<file path="config.mk">
export PLATFORM = sky130hd
export DESIGN_NAME = g_nor_flt_flat
export DESIGN_NICKNAME = d
export VERILOG_FILES = /design/src/rtl/g_gate_pkg.sv /design/src/rtl/g_nor_flt_if.sv /design/src/rtl/g_glitch_flt.sv /design/src/rtl/g_nor_flt.sv /design/src/flat_wrapper.sv
export SDC_FILE = /design/constraint.sdc
export NUM_CORES = 1
export LEC_CHECK = 0
export CELL_PAD_IN_SITES_DETAIL_PLACEMENT = 1
export CELL_PAD_IN_SITES_GLOBAL_PLACEMENT = 1
export CORE_MARGIN = 1.5
export CORE_UTILIZATION = 35
export CTS_CLUSTER_SIZE = 14
export DETAILED_ROUTE_END_ITERATION = 16
export PLACE_DENSITY = 0.81
export SKIP_CTS_REPAIR_TIMING = 1
export SLEW_MARGIN = 30
export SYNTH_ARGS = -nofsm -noshare
export SYNTH_HDL_FRONTEND = slang
export SYNTH_SLANG_ARGS = --single-unit
</file>
<file path="constraint.sdc">
create_clock -name clk_i -period 1.8 [get_ports clk_i]
set_clock_uncertainty 0.1 [all_clocks]
set_input_delay 0.54 -clock clk_i [delete_from_list [all_inputs] [get_ports clk_i]]
set_output_delay 0.54 -clock clk_i [all_outputs]
set_load 0.005 [all_outputs]
</file>
<file path="src/rtl/g_gate_pkg.sv">
// Shared gate-library definitions: MODE encodings and the N-input reduction helper
// used by the registered gate macros.
package g_gate_pkg;

  localparam logic [1:0] G_MODE_NOR  = 2'b00;
  localparam logic [1:0] G_MODE_OR   = 2'b01;
  localparam logic [1:0] G_MODE_NAND = 2'b10;
  localparam logic [1:0] G_MODE_AND  = 2'b11;

  // Widest channel the reduction helper supports; callers zero-extend into this.
  localparam int unsigned G_MAX_N = 64;

  typedef logic [G_MAX_N-1:0] g_vec_t;

  // Reduce the low n bits of v by the selected function.
  function automatic logic g_mode_fn(input logic [1:0] mode, input g_vec_t v,
                                     input int unsigned n);
    logic any_one;
    logic all_one;
    logic res;
    any_one = 1'b0;
    all_one = 1'b1;
    for (int unsigned i = 0; i < G_MAX_N; i++) begin
      if (i < n) begin
        any_one = any_one | v[i];
        all_one = all_one & v[i];
      end
    end
    unique case (mode)
      G_MODE_NOR:  res = ~any_one;
      G_MODE_OR:   res = any_one;
      G_MODE_NAND: res = ~all_one;
      G_MODE_AND:  res = all_one;
      default:     res = 1'b0;
    endcase
    return res;
  endfunction

endpackage

</file>
<file path="src/rtl/g_nor_flt_if.sv">
// Channel bus of the g_nor_flt gate block: enable, function select, inputs and
// the registered results with their change strobes.
interface g_nor_flt_if #(
  parameter int unsigned CH = 4,
  parameter int unsigned N  = 2
);

  logic            en;
  logic [1:0]      mode;
  logic [CH*N-1:0] a;
  logic [CH-1:0]   yn;
  logic [CH-1:0]   chg;

  modport master (
    output en,
    output mode,
    output a,
    input  yn,
    input  chg
  );

  modport slave (
    input  en,
    input  mode,
    input  a,
    output yn,
    output chg
  );

endinterface

</file>
<file path="src/rtl/g_glitch_flt.sv">
// One channel of the output stage: stability filter (G_NOR_FLT_FILTER_EN defined)
// or a plain register, producing YN and its one-cycle change strobe.
module g_glitch_flt #(
  parameter int unsigned FILT = 4
) (
  input  logic clk_i,
  input  logic rst_ni,
  input  logic en_i,
  input  logic r_i,
  output logic yn_o,
  output logic chg_o
);

  logic yn_d, yn_q;
  logic chg_d, chg_q;

  if (FILT < 1) begin : g_bad_filt
    $error("g_glitch_flt: FILT must be >= 1");
  end

`ifdef G_NOR_FLT_FILTER_EN
  localparam int unsigned CntW = (FILT > 1) ? $clog2(FILT) : 1;
  localparam logic [CntW-1:0] CntMax = CntW'(FILT - 1);

  logic [CntW-1:0] cnt_d, cnt_q;

  // A new value must differ from YN for FILT consecutive enabled cycles; any
  // agreeing cycle restarts qualification.
  always_comb begin
    cnt_d = cnt_q;
    yn_d  = yn_q;
    chg_d = 1'b0;
    if (en_i) begin
      if (r_i == yn_q) begin
        cnt_d = '0;
      end else if (cnt_q == CntMax) begin
        yn_d  = r_i;
        cnt_d = '0;
        chg_d = 1'b1;
      end else begin
        cnt_d = cnt_q + CntW'(1);
      end
    end
  end

  always_ff @(posedge clk_i or negedge rst_ni) begin
    if (!rst_ni) begin
      cnt_q <= '0;
    end else begin
      cnt_q <= cnt_d;
    end
  end
`else
  always_comb begin
    yn_d  = en_i ? r_i : yn_q;
    chg_d = en_i & (r_i ^ yn_q);
  end
`endif

  always_ff @(posedge clk_i or negedge rst_ni) begin
    if (!rst_ni) begin
      yn_q  <= 1'b0;
      chg_q <= 1'b0;
    end else begin
      yn_q  <= yn_d;
      chg_q <= chg_d;
    end
  end

  assign yn_o  = yn_q;
  assign chg_o = chg_q;

endmodule

</file>
<file path="src/rtl/g_nor_flt.sv">
// CH-channel registered NOR/OR/NAND/AND gate with optional per-channel stability
// filter (enabled by defining G_NOR_FLT_FILTER_EN) and change strobes.
module g_nor_flt
  import g_gate_pkg::*;
#(
  parameter int unsigned CH   = 4,
  parameter int unsigned N    = 2,
  parameter int unsigned FILT = 4
) (
  input  logic       clk_i,
  input  logic       rst_ni,
  g_nor_flt_if.slave bus
);

  if (N < 2) begin : g_bad_n
    $error("g_nor_flt: N must be >= 2");
  end
  if (N > G_MAX_N) begin : g_big_n
    $error("g_nor_flt: N exceeds G_MAX_N");
  end
  if (CH < 1) begin : g_bad_ch
    $error("g_nor_flt: CH must be >= 1");
  end
  if (FILT < 1) begin : g_bad_filt
    $error("g_nor_flt: FILT must be >= 1");
  end

  logic [CH-1:0] r_fn;
  logic [CH-1:0] r_d, r_q;
  logic [CH-1:0] yn;
  logic [CH-1:0] chg;

  for (genvar c = 0; c < CH; c++) begin : g_ch
    assign r_fn[c] = g_mode_fn(bus.mode, G_MAX_N'(bus.a[c*N +: N]), N);

    g_glitch_flt #(
      .FILT (FILT)
    ) u_flt (
      .clk_i  (clk_i),
      .rst_ni (rst_ni),
      .en_i   (bus.en),
      .r_i    (r_q[c]),
      .yn_o   (yn[c]),
      .chg_o  (chg[c])
    );
  end

  always_comb begin
    r_d = bus.en ? r_fn : r_q;
  end

  always_ff @(posedge clk_i or negedge rst_ni) begin
    if (!rst_ni) begin
      r_q <= '0;
    end else begin
      r_q <= r_d;
    end
  end

  assign bus.yn  = yn;
  assign bus.chg = chg;

endmodule

</file>
<file path="src/flat_wrapper.sv">
// flat-port wrapper written by rule: the top's interface ports become plain ports
module g_nor_flt_flat import g_gate_pkg::*;
#(
  parameter int unsigned CH   = 4,
  parameter int unsigned N    = 2,
  parameter int unsigned FILT = 4
)
  (clk_i, rst_ni, bus_en, bus_mode, bus_a, bus_yn, bus_chg);
  g_nor_flt_if #(.CH(CH), .N(N)) bus_i ();
  input  logic clk_i;
  input  logic rst_ni;
  input wire logic [$bits(bus_i.en)-1:0] bus_en;
  input wire logic [$bits(bus_i.mode)-1:0] bus_mode;
  input wire logic [$bits(bus_i.a)-1:0] bus_a;
  output wire logic [$bits(bus_i.yn)-1:0] bus_yn;
  output wire logic [$bits(bus_i.chg)-1:0] bus_chg;
  assign bus_i.en = bus_en;
  assign bus_i.mode = bus_mode;
  assign bus_i.a = bus_a;
  assign bus_yn = bus_i.yn;
  assign bus_chg = bus_i.chg;
  g_nor_flt #(.CH(CH), .N(N), .FILT(FILT)) u_core (.clk_i(clk_i), .rst_ni(rst_ni), .bus(bus_i));
endmodule
</file>
Word-level counts from Yosys, hierarchy flattened:

Cells that the tools add are included.

* divide/modulo/power cells: 0
* bitwise logic cells: 24
* magnitude comparators: 0
* mux-type cells: 4
* shifts and indexed selects: 0
* reduce and logical (&&, ||, !) cells: 1
* $mul: 0
* add/sub/neg operators: 0
* equality and inequality tests: 3

Operators by type and width (number)
* 1-bit case mux with 4 select lines: 4
* 1-bit bitwise AND: 8
* 1-bit NOT: 8
* 2-bit == test, second input constant: 2
* 1-bit OR: 4
* 1-bit XOR: 4
* 2-bit by 1-bit == test with 1-bit output, second input constant: 1
* 2-bit zero test: 1

* input port bits: 13
* memories: 0
* flip-flop bits (word level): 12
* output and inout port bits: 8
* RAM bits: 0
* latch bits: 0
* memory bits (read-only): 0
* word-level logic and storage cells: 41

Longest topological paths before layout:

* depth after elaboration: 3
* gate-level depth with buffers: 4
* depth with buffers taken out: 3

Hierarchy:

From an unflattened synthesis, not the netlist that was laid out.

* cells, all modules: 52
* area total of the unflattened synthesis: 580.6 um2

By module, submodules not included
* g_glitch_flt: area each 76.3 um2, times used 4, cells an instance 5, sequential area each 50.0 um2
* g_nor_flt: area each 275.3 um2, times used 1, cells an instance 32, sequential area each 100.1 um2

Least setup slack after synthesis:

Ideal clock, no wire load.

* kind: input to register
* from: in bus_mode[1]
* to: reg u_core.r_q[0]
* data arrival time: 1.135 ns
* slack: 0.495 ns
* data required time: 1.630 ns
* stages: 3
* setup time: 0.070 ns
* path buffers: 0
* cell sequence: and2b_1 > a2111oi_0 > nand3b_1

* longest elaborated chain between the ends: 2

RTL lines
* from (decl): RTL line flat_wrapper.sv:13 `input wire logic [$bits(bus_i.mode)-1:0] bus_mode;`
* 2-bit == test, or another cell as far along: RTL line g_gate_pkg.sv:29 `unique case (mode)`
* 1-bit case mux with 4 select lines (*): RTL line g_gate_pkg.sv:29
* to (signal assigned): RTL line g_nor_flt.sv:56 `r_q <= r_d;`
* to (decl): RTL line g_nor_flt.sv:29 `logic [CH-1:0] r_d, r_q;`

Mark *: on every way between the ends. The rest lies on a longest branch, timed or not.
A chain may end at the register's enable or synchronous reset.

Final worst setup path:

* from: reg u_core.g_ch[1].u_flt.yn_q
* to: out bus_yn[1]

RTL lines
* from (decl): RTL line g_glitch_flt.sv:14 `logic yn_d, yn_q;`
* from (signal assigned): RTL line g_glitch_flt.sv:65 `yn_q <= yn_d;`
* to (decl): RTL line flat_wrapper.sv:15 `output wire logic [$bits(bus_i.yn)-1:0] bus_yn;`

No word-level cell between the ends.

==> key figures <==
Run
  – Max-cap viol count: 0

Floorplanning
  – DIE WIDTH: between 40 and 50 µm
  – Core area: roughly 1700 µm²
  – Initial core utilization: 37.2%
  – Site row count: 15
  – Die area: between 2000 and 2500 µm²
  – Height of the die: 45.8 µm
  – I/O pins: 21

Timing
  – Max-slew violations: 0
  – TNS Setup: 0 ns
  – FMAX: ~0.57 GHz
  – Count of final setup violators: 0
  – Minimum clock period: ~1.8 ns
  – RSZ-0062 raised after global routing: no
  – Slew margin rel.: 69.1%
  – Slew @ Worst Pin: 0.452 ns
  – Worst setup margin: about 0.04 ns
  – Fin. Hold Viols: 0
  – Fin crit share: 97.8%

Detailed routing
  – Routed vias: 513
  – Detailed Route Iter0 Violations: 7
  – Overall routed net length: between 1 and 1.5 mm
  – Pre-Repair DR Iteration Count: 4
  – ANT nets after route: 0
  – Vias per inst: around 4.8
  – Avg WL per Cell: roughly 13 µm
  – Drc violations: 0

Setup path
  – Startpoint Class: flop
  – CP endpoint kind: primary output
  – Crit Path Category: reg -> out
  – Crit-path leading delay family: buffers and inverters
  – CP cell instances: clkdlybuf4s50_1
  – CP bufs+invs: 1
  – Worst path required time: approximately 1.2 ns
  – Worst Path Arrival: 1.12 ns
  – Crit-path slowest cell: clkdlybuf4s50_1
  – Slowest stage delay, CP: ~0.50 ns
  – Crit Path Max Fanout: 2

Logic synthesis
  – Synthesized area: around 640 µm²
  – Sequential share of the synthesized area: between 40% and 50%
  – Post-synthesis cell count: 60
  – Yosys cell types: 16
  – Post-Syn Nets: 73
  – Syn avg cell area: about 11 µm²
  – Synth Register Bits: 12
  – Yosys warning count: 0

Cells and area
  – Most common cell after layout, fill and taps aside: clkdlybuf4s50_1
  – Most frequent cells in the layout: 16 x clkdlybuf4s50_1, 12 x dfrtp_1, 9 x buf_4
  – Register area: between 300 and 400 µm²
  – Share of layout cells above drive strength 1: a little over a fifth
  – Area grow syn2layout: 43.3%
  – Antenna cells: 0
  – Final instance area: 920 µm²
  – Multi-input gate area: 270 µm²
  – Fill count: 200
  – Layout net count: 97

Power and ir drop
  – P per Cell Area: approximately 850 nW/µm²
  – Final total power: 0.000778 W
  – Static leakage: ~0.42 nW
  – Worst VDD drop: roughly 0.00033 V

Global route
  – Initial antenna violation count: 0
  – Largest net degree at the start of global routing: 13
  – Remaining Overflow, GRT: 0
  – First-pass GRT wire length: about 2.3 mm
  – Total Routing Usage GR: 15.9%
  – Vias in the first global route: approximately 540

Placement
  – Placer Congestion: ~0.64
  – Number of port buffers: 20
  – Placed instance area: 857 µm²
  – Pre-CTS WS: -0.368 ns
  – HPWL after DPL: about 1.1 mm

CTS
  – Clock Sinks: 12
  – CTS clk-pin slew, worst paths: approximately 0.080 ns
  – Clock buffer depth: 2
  – CTS tree: built
  – Clock root cell: clkbuf_4
  – Latest clock arrival within the worst-skew pair: between 0.2 and 0.3 ns
  – CTS Buf Count: 3
  – H-tree depth: 1

Outcome
  – Run status: complete, no violations

Hold path
  – Class of the worst hold path: in -> async
## final cells by class
class                      count  share of cell area [%]
timing repair buffer          29                    30.2
inverter                       1                   0.408
clock buffer                   4                    3.95
multi-input combinational     37                    29.4
tap                           25                    3.40
sequential                    12                    32.7
## sequential cells by signal, indices dropped and copies added (netlist names)
signal                   cells
u_core.g_ch.u_flt.chg_o      4
u_core.g_ch.u_flt.yn_o       4
u_core.r_q                   4
## cell usage after synthesis
cell | count | area share [%]
nand3_1 | 4 | 3.1
clkbuf_1 | 1 | 0.58
dfrtp_1 | 12 | 47
mux2_2 | 4 | 7.0
a2111oi_0 | 4 | 5.5
buf_2 | 1 | 0.78
and2b_1 | 2 | 2.3
nand3b_1 | 4 | 4.7
nand2b_1 | 4 | 3.9
xnor2_1 | 4 | 5.5
inv_2 | 1 | 0.58
nor2_1 | 4 | 2.3
buf_4 | 8 | 9.4
and2_0 | 1 | 0.98
nor2b_1 | 2 | 1.9
a22oi_1 | 4 | 4.7
## worst register-to-register path: cells and delay by family (launching register included)
| family | cells | cell delay [ns] |
|---|---|---|
| buffers and inverters | 1 | 0.14 |
| muxes | 1 | 0.26 |
| DFF | 1 | 0.38 |
## where the power goes
group / internal [W] / leakage (nW) / switching, W
Combinational: 0.000142 / 0.253 / 0.0000748
Sequential: 0.000314 / 0.149 / 0.0000264
Clock: 0.000123 / 0.0210 / 0.0000976
## cell families after synthesis
kind of cell	Yosys count	synth area share [%]
flip-flops	12	46.8
AND/OR/NAND/NOR	21	19.3
buffers and inverters	11	11.3
XOR/XNOR	4	5.46
AO/OA/AOI/OAI	8	10.1
multiplexers	4	7.02
## path summary, 6_finish.rpt
path / startpoint / to / slack (ns) / cells after the start
worst max register to register: u_core.g_ch[1].u_flt.yn_o / u_core.g_ch[1].u_flt.yn_o / 0.81 / 2
max in group asynchronous: rst_ni / u_core.r_q[0] / 1.00 / 2
worst min register to register: u_core.g_ch[2].u_flt.yn_o / u_core.g_ch[2].u_flt.yn_o / 0.46 / 1
min in group clk_i: u_core.g_ch[2].u_flt.yn_o / u_core.g_ch[2].u_flt.yn_o / 0.46 / 1
worst min-delay path: rst_ni / u_core.g_ch[2].u_flt.chg_o / 0.45 / 2
worst max-delay path: u_core.g_ch[1].u_flt.yn_o / bus_yn[1] / 0.04 / 1
## per-stage QoR
stage / utilization, % / hold WS [ns] / cells
after floorplan: - / 0.144 / 60
after global placement: 49.6 / 0.436 / 102
after detailed placement: 49.6 / 0.449 / 102
after CTS: 51.7 / 0.456 / 106
after global routing: 53.3 / 0.451 / 108
final: 53.3 / 0.449 / 108
## routing by layer
layer	vias to the layer above	routed length [µm]	GRT usage (%)
met2	20	787	29.6
met5	-	0	0
met1	241	540	16.2
met4	0	49	12.0
li1	248	-	-
met3	4	64	1.19
No activity file was read; power rests on OpenSTA's default activity.
